### config.mk
export PLATFORM = sky130hd
export DESIGN_NAME = ps2_key_decoder
export DESIGN_NICKNAME = d
export VERILOG_FILES = /design/src/rtl/ps2_key_decoder.sv
export SDC_FILE = /design/constraint.sdc
export NUM_CORES = 1
export LEC_CHECK = 0
export CAP_MARGIN = 25
export CORE_MARGIN = 2
export CORE_UTILIZATION = 55
export CTS_CLUSTER_SIZE = 14
export DETAILED_ROUTE_END_ITERATION = 10
export PLACE_DENSITY = 0.79
export SLEW_MARGIN = 10
export SYNTH_ARGS = -nofsm -noshare
export SYNTH_HDL_FRONTEND = slang
export SYNTH_SLANG_ARGS = --single-unit
### constraint.sdc
create_clock -name clk -period 4.3 [get_ports clk]
set_input_delay 0.645 -clock clk [delete_from_list [all_inputs] [get_ports clk]]
set_output_delay 0.645 -clock clk [all_outputs]
set_load 0.1 [all_outputs]
### src/rtl/ps2_key_decoder.sv
// PS/2 keyboard receiver: line conditioning, frame deframing, E0/F0 prefix
// tracking, key event strobe and held levels for the four extended arrows.
module ps2_key_decoder #(
  parameter int FILTER_LEN     = 8,
  parameter int TIMEOUT_CYCLES = 28375,
  parameter int TMO_W          = 16
) (
  input  logic       clk,
  input  logic       reset,
  input  logic       ps2_clk,
  input  logic       ps2_data,
  output logic [7:0] key_code,
  output logic       key_ext,
  output logic       key_break,
  output logic       key_valid,
  output logic       frame_err,
  output logic       arrow_up,
  output logic       arrow_down,
  output logic       arrow_left,
  output logic       arrow_right
);

  localparam int FC_W = $clog2(FILTER_LEN + 1);

  typedef enum logic [1:0] {
    IDLE,
    DATA,
    PARITY,
    STOP
  } state_t;

  logic            clk_s1_q, clk_s2_q;
  logic            dat_s1_q, dat_s2_q;
  logic            filt_q, filt_d;
  logic            filt_prev_q;
  logic [FC_W-1:0] fcnt_q, fcnt_d;
  state_t          state_q, state_d;
  logic [2:0]      bitcnt_q, bitcnt_d;
  logic [7:0]      shift_q, shift_d;
  logic            par_ok_q, par_ok_d;
  logic [TMO_W-1:0] tmo_q, tmo_d;
  logic            ext_q, ext_d;
  logic            brk_q, brk_d;
  logic [7:0]      code_q, code_d;
  logic            kext_q, kext_d;
  logic            kbrk_q, kbrk_d;
  logic            kval_q, kval_d;
  logic            ferr_q, ferr_d;
  logic            up_q, up_d;
  logic            dn_q, dn_d;
  logic            lf_q, lf_d;
  logic            rt_q, rt_d;
  logic            fall;
  logic            timeout;

  assign fall    = filt_prev_q & ~filt_q;
  assign timeout = (state_q != IDLE) &&
                   (tmo_q == TMO_W'(TIMEOUT_CYCLES));

  always_comb begin
    filt_d   = filt_q;
    fcnt_d   = fcnt_q;
    state_d  = state_q;
    bitcnt_d = bitcnt_q;
    shift_d  = shift_q;
    par_ok_d = par_ok_q;
    tmo_d    = tmo_q;
    ext_d    = ext_q;
    brk_d    = brk_q;
    code_d   = code_q;
    kext_d   = kext_q;
    kbrk_d   = kbrk_q;
    kval_d   = 1'b0;
    ferr_d   = 1'b0;
    up_d     = up_q;
    dn_d     = dn_q;
    lf_d     = lf_q;
    rt_d     = rt_q;

    if (clk_s2_q == filt_q) begin
      fcnt_d = '0;
    end else if (fcnt_q == FC_W'(FILTER_LEN - 1)) begin
      filt_d = clk_s2_q;
      fcnt_d = '0;
    end else begin
      fcnt_d = fcnt_q + 1'b1;
    end

    if (state_q == IDLE || fall) tmo_d = '0;
    else                         tmo_d = tmo_q + 1'b1;

    // Timeout wins over a coincident fall pulse
    if (timeout) begin
      state_d = IDLE;
      ferr_d  = 1'b1;
      ext_d   = 1'b0;
      brk_d   = 1'b0;
      tmo_d   = '0;
    end else if (fall) begin
      unique case (state_q)
        IDLE: begin
          if (!dat_s2_q) begin
            state_d  = DATA;
            bitcnt_d = '0;
          end
        end
        DATA: begin
          shift_d  = {dat_s2_q, shift_q[7:1]};
          bitcnt_d = bitcnt_q + 3'd1;
          if (bitcnt_q == 3'd7) state_d = PARITY;
        end
        PARITY: begin
          par_ok_d = ^{shift_q, dat_s2_q};
          state_d  = STOP;
        end
        STOP: begin
          state_d = IDLE;
          if (dat_s2_q && par_ok_q) begin
            unique case (1'b1)
              (shift_q == 8'hE0): ext_d = 1'b1;
              (shift_q == 8'hF0): brk_d = 1'b1;
              default: begin
                code_d = shift_q;
                kext_d = ext_q;
                kbrk_d = brk_q;
                kval_d = 1'b1;
                ext_d  = 1'b0;
                brk_d  = 1'b0;
                if (ext_q) begin
                  unique case (shift_q)
                    8'h75:   up_d = !brk_q;
                    8'h72:   dn_d = !brk_q;
                    8'h6B:   lf_d = !brk_q;
                    8'h74:   rt_d = !brk_q;
                    default: ;
                  endcase
                end
              end
            endcase
          end else begin
            ferr_d = 1'b1;
            ext_d  = 1'b0;
            brk_d  = 1'b0;
          end
        end
        default: state_d = IDLE;
      endcase
    end
  end

  always_ff @(posedge clk or posedge reset) begin
    if (reset) begin
      clk_s1_q    <= 1'b1;
      clk_s2_q    <= 1'b1;
      dat_s1_q    <= 1'b1;
      dat_s2_q    <= 1'b1;
      filt_q      <= 1'b1;
      filt_prev_q <= 1'b1;
      fcnt_q      <= '0;
      state_q     <= IDLE;
      bitcnt_q    <= '0;
      shift_q     <= '0;
      par_ok_q    <= 1'b0;
      tmo_q       <= '0;
      ext_q       <= 1'b0;
      brk_q       <= 1'b0;
      code_q      <= '0;
      kext_q      <= 1'b0;
      kbrk_q      <= 1'b0;
      kval_q      <= 1'b0;
      ferr_q      <= 1'b0;
      up_q        <= 1'b0;
      dn_q        <= 1'b0;
      lf_q        <= 1'b0;
      rt_q        <= 1'b0;
    end else begin
      clk_s1_q    <= ps2_clk;
      clk_s2_q    <= clk_s1_q;
      dat_s1_q    <= ps2_data;
      dat_s2_q    <= dat_s1_q;
      filt_q      <= filt_d;
      filt_prev_q <= filt_q;
      fcnt_q      <= fcnt_d;
      state_q     <= state_d;
      bitcnt_q    <= bitcnt_d;
      shift_q     <= shift_d;
      par_ok_q    <= par_ok_d;
      tmo_q       <= tmo_d;
      ext_q       <= ext_d;
      brk_q       <= brk_d;
      code_q      <= code_d;
      kext_q      <= kext_d;
      kbrk_q      <= kbrk_d;
      kval_q      <= kval_d;
      ferr_q      <= ferr_d;
      up_q        <= up_d;
      dn_q        <= dn_d;
      lf_q        <= lf_d;
      rt_q        <= rt_d;
    end
  end

  assign key_code    = code_q;
  assign key_ext     = kext_q;
  assign key_break   = kbrk_q;
  assign key_valid   = kval_q;
  assign frame_err   = ferr_q;
  assign arrow_up    = up_q;
  assign arrow_down  = dn_q;
  assign arrow_left  = lf_q;
  assign arrow_right = rt_q;

endmodule

Yosys cells after proc, flatten, opt, wreduce, memory -nomap -nowiden. Index checks and enable logic that the tools add are counted.

Bits in registers: 58. Input port bits: 4. Output and inout bits: 16. Logic and storage cells: 102.

$add $sub $neg: 3. Equality and inequality tests: 18. Mux-type cells: 30. Bitwise logic cells: 5. Reduce and logical (&&, ||, !) cells: 23.

Operators with widths (count): 8-bit by 7-bit == test with 1-bit output (second input constant) (4); 16-bit two-way mux (2); 7-bit AND reduction (4); 1-bit two-way mux (17); 16-bit by 1-bit adder with 16-bit output (second input constant) (1); 16-bit by 15-bit == test with 1-bit output (second input constant) (1); 8-bit == test (second input constant) (2); 3-bit AND reduction (5); 3-bit != test (second input constant) (4); 9-bit XOR reduction (1); 2-bit two-way mux (4); 4-bit two-way mux (2); 2-bit case mux with 4 select lines (1); 2-bit nonzero test (4); 3-bit case mux with 2 select lines (1); 5-bit AND reduction (1); 4-bit by 1-bit adder with 4-bit output (second input constant) (1); 2-bit == test (second input constant) (2); 4-bit by 3-bit == test with 1-bit output (second input constant) (1); 1-bit NOT (4); 1-bit case mux with 2 select lines (2); 4-bit AND reduction (1); 3-bit by 1-bit adder with 3-bit output (second input constant) (1); 3-bit == test (second input constant) (1); 11 further kinds (12).

Longest topological paths before layout. Gate-level depths: netlist of the first run.

Word-level depth: 7. Gate-level depth with buffers: 9. Depth with buffers taken out: 6.

Least setup slack after synthesis of the first run. No wires, ideal clock.

Path type: reg-to-reg. Start point: register state_q[0]. End point: register kbrk_q (netlist: key_break). Setup time: 125 ps. Arrival time: 2394 ps. Data required time: 4175 ps. Setup slack: 1781 ps. Stages on the path, launching flop included: 10. Path buffers: 3. Period minus slack after synthesis: 2519 ps. Path through: dfrtp_1 > inv_1 > ha_1 > buf_6 > or4b_4 > o41a_1 > buf_6 > nand2_4 > buf_12 > mux2_4.

Cells in the longest elaborated chain, start to end: 4. Elaborated cells between the ends (all ways): 5. Classes of those cells: eq/ne: 1; bitwise: 1; reduce/logical: 3.

Ends and longest elaborated chain: start, declared (line 37) `state_t state_q, state_d;`; start signal, assigned (line 184) `state_q <= state_d;`; 2-bit nonzero test (line 57) `assign timeout = (state_q != IDLE) &&`; 1-bit logical AND (line 57); 1-bit NOT (no source line); 5-bit AND reduction (no source line) *; end signal, assigned (line 193) `kbrk_q <= kbrk_d;`; end, declared (line 46) `logic kbrk_q, kbrk_d;`.

Every way passes the cells marked *; elsewhere a longest branch is shown, timed or not. A chain may end at the register's enable or synchronous reset.

Final worst setup path of the first run.
Start point: register state_q[0]. End point: register code_q[7] (netlist: key_code[7]).

Cells in the longest elaborated chain, start to end: 4. Elaborated cells between the ends (all ways): 5. Classes of those cells: eq/ne: 1; bitwise: 1; reduce/logical: 3.

Ends and longest elaborated chain: 2-bit nonzero test (line 57); 1-bit logical AND (line 57); 1-bit NOT (no source line); 5-bit AND reduction (no source line) *; end signal, assigned (line 191) `code_q <= code_d;`; end, declared (line 44) `logic [7:0] code_q, code_d;`.

Marked as above.

==> report_table.html, run 1 <==
<table>
<tr><th>Metric</th><th>Value</th></tr>
<tr><th colspan="2">Power</th></tr>
<tr><td>Peak supply drop</td><td>0.000311 V</td></tr>
<tr><td>Power per standard cell area</td><td>~500 nW/um2</td></tr>
<tr><td>Leakage</td><td>1.47 nW</td></tr>
<tr><td>Proportion of power drawn by combinational gates</td><td>0.259</td></tr>
<tr><td>Internal Power</td><td>between 1 and 1.5 mW</td></tr>
<tr><td>Final Total Pwr</td><td>between 1.5 and 2 mW</td></tr>
<tr><td>Switching power as a share of total power</td><td>0.317</td></tr>
<tr><td>Clk pwr share</td><td>0.304</td></tr>
<tr><td>Switching power summed over all nets</td><td>around 520 uW</td></tr>
<tr><td>Share of power burned in registers</td><td>0.437</td></tr>
<tr><th colspan="2">Detailed routing</th></tr>
<tr><td>Number of DRC violations after detailed routing</td><td>0</td></tr>
<tr><td>Mean routed wirelength per cell</td><td>14.6 um</td></tr>
<tr><td>Detailed-routing iteration count for the pre-antenna-repair pass</td><td>4</td></tr>
<tr><td>Number of nets still failing antenna checks after routing</td><td>0</td></tr>
<tr><td>Detailed Route Iter0 Violations</td><td>roughly 150</td></tr>
<tr><td>Detailed Route WL</td><td>around 5000 um</td></tr>
<tr><td>Routed via count</td><td>approximately 1,900</td></tr>
<tr><td>Average via count per standard cell</td><td>around 5.6</td></tr>
<tr><th colspan="2">Layout</th></tr>
<tr><td>Most frequent cells in the layout</td><td>52 x sky130_fd_sc_hd__dfrtp_1, 22 x sky130_fd_sc_hd__nor2_1, 19 x sky130_fd_sc_hd__clkdlybuf4s50_1</td></tr>
<tr><td>Final cell count without fillers</td><td>about 340</td></tr>
<tr><td>Most common library cell in the layout ignoring fill and taps</td><td>sky130_fd_sc_hd__dfrtp_1</td></tr>
<tr><td>Nets@finish</td><td>about 280</td></tr>
<tr><td>Share of post-route cells with drive strength above 1</td><td>0.139</td></tr>
<tr><td>Area growth from synthesis to layout</td><td>13.9%</td></tr>
<tr><td>Finished Core Util</td><td>0.644</td></tr>
<tr><td>Number of antenna cells inserted</td><td>0</td></tr>
<tr><td>Total non-filler cell area in the finished layout</td><td>roughly 3300 um2</td></tr>
<tr><th colspan="2">CTS</th></tr>
<tr><td>Number of clock sinks</td><td>58</td></tr>
<tr><td>Buffers from clock root to sink, at most</td><td>2</td></tr>
<tr><td>CTS tree</td><td>done</td></tr>
<tr><td>Number of setup buffers added after CTS</td><td>0</td></tr>
<tr><td>Root Buffer Master</td><td>sky130_fd_sc_hd__clkbuf_8</td></tr>
<tr><td>Cells resized by post-CTS repair</td><td>0</td></tr>
<tr><td>H-tree lvl count</td><td>3</td></tr>
<tr><td>TritonCTS Buffers</td><td>9</td></tr>
<tr><td>Clock transition at path regs</td><td>roughly 60 ps</td></tr>
<tr><td>Clock latency on the worst-skew pair</td><td>around 330 ps</td></tr>
<tr><td>CTS Hold Buffers Added</td><td>0</td></tr>
<tr><th colspan="2">Synthesis</th></tr>
<tr><td>Sequential element share of the synthesized area</td><td>0.508</td></tr>
<tr><td>Total nets after synthesis</td><td>between 200 and 300</td></tr>
<tr><td>Syn Std Cell Area</td><td>about 2900 um2</td></tr>
<tr><td>Post-synthesis cell type count</td><td>50</td></tr>
<tr><td>Post-synthesis sequential element count</td><td>58</td></tr>
<tr><td>Avg Cell Area, Syn</td><td>roughly 12 um2</td></tr>
<tr><td>Synth warn</td><td>0</td></tr>
<tr><td>Synthesized instance count</td><td>249</td></tr>
<tr><th colspan="2">Timing</th></tr>
<tr><td>Setup skew after layout</td><td>a little over 8 ps</td></tr>
<tr><td>Worst Setup Slack, final</td><td>between 1500 and 2000 ps</td></tr>
<tr><td>Maximum achievable frequency</td><td>0.361 GHz</td></tr>
<tr><td>Number of hold violations in the final report</td><td>0</td></tr>
<tr><td>Setup repair after global routing missed its margin</td><td>no</td></tr>
<tr><td>Measured slew at the worst slew-check pin</td><td>a little under 1000 ps</td></tr>
<tr><td>Min cycle time layout</td><td>between 2000 and 3000 ps</td></tr>
<tr><td>Final-report setup violation count</td><td>0</td></tr>
<tr><td>Max Slew Vio Count</td><td>0</td></tr>
<tr><td>Post-route clock period utilization</td><td>0.643</td></tr>
<tr><td>Fin Setup TNS</td><td>0 ps</td></tr>
<tr><td>Worst slew margin relative to its limit</td><td>0.348</td></tr>
<tr><td>Worst Hold Slack</td><td>between 300 and 400 ps</td></tr>
<tr><th colspan="2">Flow run</th></tr>
<tr><td>Max Cap Violations</td><td>0</td></tr>
<tr><th colspan="2">Critical path</th></tr>
<tr><td>Crit path largest cell delay</td><td>about 640 ps</td></tr>
<tr><td>Category of the worst setup path capture point</td><td>flip-flop</td></tr>
<tr><td>Crit path max fanout</td><td>11</td></tr>
<tr><td>Crit path required time</td><td>approximately 4500 ps</td></tr>
<tr><td>Arrival time of the worst setup path</td><td>between 2000 and 3000 ps</td></tr>
<tr><td>CP Class</td><td>flip-flop to flip-flop</td></tr>
<tr><td>Worst path slowest cell</td><td>sky130_fd_sc_hd__o41a_1</td></tr>
<tr><td>Crit path launch type</td><td>flip-flop</td></tr>
<tr><td>Crit path cell chain</td><td>inv_1 -&gt; ha_1 -&gt; or4b_4 -&gt; o41a_1 -&gt; nand2_4 -&gt; mux2_1</td></tr>
<tr><th colspan="2">Place</th></tr>
<tr><td>Post-place setup slack</td><td>roughly 1500 ps</td></tr>
<tr><td>Final weighted congestion in routability-driven placement</td><td>between 0.8 and 0.9</td></tr>
<tr><td>HPWL Detailed</td><td>about 3400 um</td></tr>
<tr><td>IO buf count</td><td>19</td></tr>
<tr><td>Total instance count after detailed placement</td><td>about 330</td></tr>
<tr><td>Standard cell area after detailed placement</td><td>roughly 3100 um2</td></tr>
<tr><th colspan="2">Die</th></tr>
<tr><td>Height of the die</td><td>approximately 76 um</td></tr>
<tr><td>DIE AREA</td><td>slightly below 6000 um2</td></tr>
<tr><td>Number of top-level pins</td><td>20</td></tr>
<tr><td>Starting density of the core</td><td>0.566</td></tr>
<tr><td>Chip width</td><td>approximately 76 um</td></tr>
<tr><td># rows</td><td>26</td></tr>
<tr><td>Placeable Area</td><td>about 5000 um2</td></tr>
<tr><th colspan="2">GRT</th></tr>
<tr><td>First-pass GRT wire length</td><td>a little under 9000 um</td></tr>
<tr><td>Number of global-route vias before repair</td><td>around 1,900</td></tr>
<tr><td>Total gr overflow</td><td>0</td></tr>
<tr><td>Maximum number of pins on one net before global-route repair</td><td>34</td></tr>
<tr><td>All-Layer GR Usage</td><td>0.196</td></tr>
<tr><td>Antenna violations before repair</td><td>0</td></tr>
<tr><th colspan="2">Outcome</th></tr>
<tr><td>Status</td><td>finished clean</td></tr>
<tr><th colspan="2">Hold path</th></tr>
<tr><td>Hold/Removal Path Class</td><td>flip-flop to flip-flop</td></tr>
</table>
## worst max-delay path, delay by kind of cell, from the launching register on
| family | cells | cell delay, ps |
|---|---|---|
| fa+ha+maj | 1 | 310 |
| compound gates | 1 | 640 |
| mux | 1 | 340 |
| flops | 1 | 410 |
| buf+inv | 1 | 80 |
| simple gates | 2 | 870 |
## layout make-up
type | count | area (um2)
Multi-Input combinational cell | 167 | 1280
Sequential cell | 58 | 1460
Clock buffer | 14 | 163
Timing Repair Buffer | 20 | 198
Tap cell | 70 | 87.6
Inverter | 13 | 48.8
Fill cell | 433 | 1810
Clock inverter | 2 | 35.0
## routing by layer
layer / global-route usage / part of all wire / up-vias
met1: 0.264 / 0.48 / 973
met3: 0.0592 / 0.036 / 10
met2: 0.291 / 0.46 / 38
met5: 0 / 0 / -
li1: - / - / 922
met4: 0.0927 / 0.019 / 0
## sequential cells by signal, summed over array words and instances (netlist names), 2 cells and up
signal    flops
state_q       2
bitcnt_q      3
shift_q       8
tmo_q        16
key_code      8
fcnt_q        4
## Yosys cell counts (all sizes together)
cell | number | area share
o41a | 1 | 0.0039
nor2b | 4 | 0.0087
or3 | 3 | 0.0065
buf | 5 | 0.021
and3 | 1 | 0.0022
o31ai | 1 | 0.0026
a31oi | 5 | 0.011
nand2b | 2 | 0.0044
and4 | 1 | 0.0031
or3b | 1 | 0.0031
nor3 | 6 | 0.010
o21a | 2 | 0.0052
a2bb2oi | 2 | 0.0061
o2bb2ai | 1 | 0.0031
a21oi | 3 | 0.0052
clkbuf | 6 | 0.0078
xnor3 | 1 | 0.0078
nand4b | 5 | 0.015
dfstp | 6 | 0.055
nor4 | 7 | 0.017
ha | 8 | 0.035
o41ai | 2 | 0.0087
o211ai | 1 | 0.0026
o221ai | 1 | 0.0031
dfrtp | 52 | 0.45
mux2 | 19 | 0.086
mux2i | 5 | 0.017
o21bai | 1 | 0.0026
o21ai | 7 | 0.012
nand2 | 13 | 0.022
inv | 13 | 0.017
nor2 | 22 | 0.029
or4b | 2 | 0.0083
and2 | 3 | 0.0065
a32o | 1 | 0.0035
nand4 | 5 | 0.011
xor2 | 3 | 0.0092
xnor2 | 17 | 0.052
nand3 | 10 | 0.017
nor4b | 1 | 0.0031
## cells by family after synthesis
kind of cell,synth area share
adders and majority gates,0.0349
muxes,0.104
buffers and inverters,0.0462
and+or+nand+nor,0.168
xor gates and xnor gates,0.0689
AOI/OAI and AO/OA,0.0697
DFF,0.508
## final timing paths
kind / start / to / slack, ps / depth (start not counted)
worst min-delay path: clk_s1_q$_DFF_PP1_ / clk_s2_q$_DFF_PP1_ / 360 / 0
worst max register to register: state_q[0]$_DFFE_PP0P_ / key_code[7]$_DFFE_PP0P_ / 1530 / 6
worst min register to register: clk_s1_q$_DFF_PP1_ / clk_s2_q$_DFF_PP1_ / 360 / 0
max in group asynchronous: reset / clk_s1_q$_DFF_PP1_ / 2770 / 3
min in group asynchronous: reset / key_code[7]$_DFFE_PP0P_ / 670 / 2
worst max-delay path: state_q[0]$_DFFE_PP0P_ / key_code[7]$_DFFE_PP0P_ / 1530 / 6
## power by group through the flow
stage	clock network, mW	registers [mW]	logic, mW
5_1_grt	0.538	0.729	0.487
6_report	0.499	0.717	0.426
3_5_place_dp	0	0.727	0.427
2_1_floorplan	0	0.707	0.384
3_3_place_gp	0	0.721	0.411
4_1_cts	0.511	0.717	0.432
Power figures use the tool's default switching activity.
==> run 2, diff against run 1 <==
==> constraint.sdc (replaced) <==
create_clock -name clk -period 2.8 [get_ports clk]
set_input_delay 0.42 -clock clk [delete_from_list [all_inputs] [get_ports clk]]
set_output_delay 0.42 -clock clk [all_outputs]
set_load 0.1 [all_outputs]
==> run 2 against run 1 <==
Compared with the run above: final cell count is 0.87% higher; critical path type unchanged; clock skew hardly changed; worst setup slack worse by 1400 ps; critical endpoint unchanged; critical path depth stayed put; fmax is 2.9% higher; clock-buffer cell count is 3 lower; sequential power is 53% higher.
==> report_table.html, run 2 (same netlist as run 1, synthesis figures left out) <==
<table>
<tr><th>Metric</th><th>Value</th></tr>
<tr><th colspan="2">Layout</th></tr>
<tr><td>Finished Core Util</td><td>0.640 (-0.00444)</td></tr>
<tr><td>Total area of multi-input combinational cells</td><td>1280 um2 (unchanged)</td></tr>
<tr><td>Share of post-route cells with drive strength above 1</td><td>0.217 (+0.0779)</td></tr>
<tr><td>Most frequent cells in the layout</td><td>52 x sky130_fd_sc_hd__dfrtp_1, 22 x sky130_fd_sc_hd__nor2_1, 19 x sky130_fd_sc_hd__buf_4</td></tr>
<tr><td>Nets@finish</td><td>284 (+1.1%)</td></tr>
<tr><td>Max FFs per register</td><td>16 (unchanged)</td></tr>
<tr><td>Register bank with the most flops</td><td>tmo_q</td></tr>
<tr><td>Most common library cell in the layout ignoring fill and taps</td><td>sky130_fd_sc_hd__dfrtp_1</td></tr>
<tr><td>FF/Latch Area</td><td>1460 um2 (unchanged)</td></tr>
<tr><td>Fill cell instance count of the final layout</td><td>402 (-7.2%)</td></tr>
<tr><td>Area growth from synthesis to layout</td><td>13.1%</td></tr>
<tr><td>Number of antenna cells inserted</td><td>0 (unchanged)</td></tr>
<tr><th colspan="2">Timing</th></tr>
<tr><td>Setup skew after layout</td><td>8.61 ps (+0.338 ps)</td></tr>
<tr><td>Worst slew margin relative to its limit</td><td>0.565 (+0.216)</td></tr>
<tr><td>Worst Setup Slack, final</td><td>112 ps (-1420 ps)</td></tr>
<tr><td>Final-report setup violation count</td><td>0 (unchanged)</td></tr>
<tr><td>Post-route clock period utilization</td><td>0.960 (+0.317)</td></tr>
<tr><td>Max Slew Vio Count</td><td>0 (unchanged)</td></tr>
<tr><td>Measured slew at the worst slew-check pin</td><td>650 ps (-325 ps)</td></tr>
<tr><td>Worst Hold Slack</td><td>357 ps (+0.0180 ps)</td></tr>
<tr><td>Min cycle time layout</td><td>2690 ps (-78.6 ps)</td></tr>
<tr><td>Fin Setup TNS</td><td>0 ps (unchanged)</td></tr>
<tr><td>Number of hold violations in the final report</td><td>0 (unchanged)</td></tr>
<tr><td>Maximum achievable frequency</td><td>0.372 GHz (+2.9%)</td></tr>
<tr><td>Setup repair after global routing missed its margin</td><td>no</td></tr>
<tr><th colspan="2">Place</th></tr>
<tr><td>Final weighted congestion in routability-driven placement</td><td>0.829 (-1.5%)</td></tr>
<tr><td>IO buf count</td><td>19 (unchanged)</td></tr>
<tr><td>HPWL Detailed</td><td>3470 um (+2.6%)</td></tr>
<tr><td>Post-place setup slack</td><td>158 ps (-1380 ps)</td></tr>
<tr><th colspan="2">Die</th></tr>
<tr><td>Height of the die</td><td>76.2 um (unchanged)</td></tr>
<tr><td>Chip width</td><td>76.2 um (unchanged)</td></tr>
<tr><td>Starting density of the core</td><td>0.566 (unchanged)</td></tr>
<tr><td># rows</td><td>26 (unchanged)</td></tr>
<tr><td>Number of top-level pins</td><td>20 (unchanged)</td></tr>
<tr><td>Placeable Area</td><td>5070 um2 (unchanged)</td></tr>
<tr><td>DIE AREA</td><td>5810 um2 (unchanged)</td></tr>
<tr><th colspan="2">CTS</th></tr>
<tr><td>Root Buffer Master</td><td>sky130_fd_sc_hd__clkbuf_8</td></tr>
<tr><td>CTS tree</td><td>done</td></tr>
<tr><td>Clock latency on the worst-skew pair</td><td>350 ps (+20 ps)</td></tr>
<tr><td>Clock transition at path regs</td><td>60 ps (about the same)</td></tr>
<tr><td>Number of setup buffers added after CTS</td><td>0 (unchanged)</td></tr>
<tr><td>CTS Hold Buffers Added</td><td>0 (unchanged)</td></tr>
<tr><td>Buffers from clock root to sink, at most</td><td>2 (unchanged)</td></tr>
<tr><td>H-tree lvl count</td><td>3 (unchanged)</td></tr>
<tr><td>Cells resized by post-CTS repair</td><td>0 (unchanged)</td></tr>
<tr><td>Number of clock sinks</td><td>58 (unchanged)</td></tr>
<tr><td>TritonCTS Buffers</td><td>9 (unchanged)</td></tr>
<tr><th colspan="2">Critical path</th></tr>
<tr><td>Depth of the most critical reg-to-reg path</td><td>6 (unchanged)</td></tr>
<tr><td>Crit path launch type</td><td>flip-flop</td></tr>
<tr><td>Crit path max fanout</td><td>11 (unchanged)</td></tr>
<tr><td>Crit path required time</td><td>3030 ps (-1490 ps)</td></tr>
<tr><td>Worst path slowest cell</td><td>sky130_fd_sc_hd__o41a_1</td></tr>
<tr><td>CP Class</td><td>flip-flop to flip-flop</td></tr>
<tr><td>R2r setup slk</td><td>110 ps (-1420 ps)</td></tr>
<tr><td>Crit path largest cell delay</td><td>650 ps (about the same)</td></tr>
<tr><td>Crit path cell chain</td><td>inv_1 -&gt; ha_1 -&gt; or4b_4 -&gt; o41a_1 -&gt; nand2_4 -&gt; mux2_1</td></tr>
<tr><td>Reg2Reg Launch Point</td><td>state_q[0]$_DFFE_PP0P_</td></tr>
<tr><td>Arrival time of the worst setup path</td><td>2910 ps (-70 ps)</td></tr>
<tr><td>Category of the worst setup path capture point</td><td>flip-flop</td></tr>
<tr><td>Count of buffer and inverter cells on the critical path</td><td>1 (unchanged)</td></tr>
<tr><td>Worst reg2reg endpoint</td><td>key_code[7]$_DFFE_PP0P_</td></tr>
<tr><td>Top delay family on crit path</td><td>simple AND/OR/NAND/NOR gates</td></tr>
<tr><th colspan="2">Power</th></tr>
<tr><td>Leakage</td><td>1.53 nW (+3.5%)</td></tr>
<tr><td>Peak supply drop</td><td>0.000586 V (+89%)</td></tr>
<tr><td>Power per standard cell area</td><td>761 nW/um2 (+52%)</td></tr>
<tr><th colspan="2">Detailed routing</th></tr>
<tr><td>Average via count per standard cell</td><td>5.59 (-1.1%)</td></tr>
<tr><td>Number of DRC violations after detailed routing</td><td>0 (unchanged)</td></tr>
<tr><td>Routed via count</td><td>1,938 (-0.26%)</td></tr>
<tr><td>Detailed-routing iteration count for the pre-antenna-repair pass</td><td>4 (unchanged)</td></tr>
<tr><td>Detailed Route WL</td><td>5170 um (+2.6%)</td></tr>
<tr><td>Number of nets still failing antenna checks after routing</td><td>0 (unchanged)</td></tr>
<tr><td>Mean routed wirelength per cell</td><td>14.9 um (+1.7%)</td></tr>
<tr><td>Detailed Route Iter0 Violations</td><td>102 (-31%)</td></tr>
<tr><th colspan="2">GRT</th></tr>
<tr><td>First-pass GRT wire length</td><td>8910 um (+0.22%)</td></tr>
<tr><td>Antenna violations before repair</td><td>0 (unchanged)</td></tr>
<tr><td>Maximum number of pins on one net before global-route repair</td><td>31 (-8.8%)</td></tr>
<tr><td>Number of global-route vias before repair</td><td>1,876 (-1.0%)</td></tr>
<tr><td>All-Layer GR Usage</td><td>0.199 (+0.00308)</td></tr>
<tr><td>Total gr overflow</td><td>0 (unchanged)</td></tr>
<tr><th colspan="2">Outcome</th></tr>
<tr><td>Status</td><td>finished clean</td></tr>
<tr><th colspan="2">Hold path</th></tr>
<tr><td>Hold/Removal Path Class</td><td>flip-flop to flip-flop</td></tr>
<tr><td>Worst Hold End</td><td>clk_s2_q$_DFF_PP1_</td></tr>
<tr><td>Worst hold stages</td><td>0 (unchanged)</td></tr>
<tr><td>Worst Min Path Start</td><td>clk_s1_q$_DFF_PP1_</td></tr>
<tr><th colspan="2">Flow run</th></tr>
<tr><td>Max Cap Violations</td><td>0 (unchanged)</td></tr>
</table>
==> run 2: cell type report <==
| type | instances | area share |
|---|---|---|
| inverters | 13 | 0.0150 |
| clock inverters | 5 | 0.00886 |
| clock buffers | 11 | 0.0466 |
| repair buffers | 23 | 0.0593 |
| flip-flops and latches | 58 | 0.449 |
| multi-input cells | 167 | 0.394 |
| well taps | 70 | 0.0270 |
==> run 2: worst max-delay path by stage <==
stage	start	end	slack, ps	depth (start not counted)
after global placement	state_q[0]$_DFFE_PP0P_	key_code[7]$_DFFE_PP0P_	220	6
after global routing	state_q[0]$_DFFE_PP0P_	key_code[7]$_DFFE_PP0P_	3	6
final	state_q[0]$_DFFE_PP0P_	key_code[7]$_DFFE_PP0P_	110	6
after detailed placement	state_q[0]$_DFFE_PP0P_	key_code[7]$_DFFE_PP0P_	160	6
after floorplan	state_q[0]$_DFFE_PP0P_	key_break$_DFFE_PP0P_	280	9
after CTS	state_q[0]$_DFFE_PP0P_	key_code[7]$_DFFE_PP0P_	100	6
==> run 2: stage by stage <==
stage	power, mW	instances	cell area [um2]
floorplan	1.68	249	2870
global placement	1.75	331	3070
detailed placement	1.78	331	3070
CTS	2.49	347	3250
global route	2.63	347	3250
finish	2.47	347	3250
==> run 2: power breakdown <==
part	switching, mW	total, mW	internal (mW)
clock network	0.337	0.700	0.364
logic	0.366	0.669	0.303
registers	0.129	1.10	0.972
==> run 2: per-layer routing <==
layer | wire [um] | track usage | vias to the layer above
met2 | 2410 | 0.308 | 48
met1 | 2470 | 0.262 | 955
met5 | 0 | 0 | -
met4 | 71 | 0.0782 | 0
met3 | 217 | 0.0640 | 7
li1 | - | - | 928
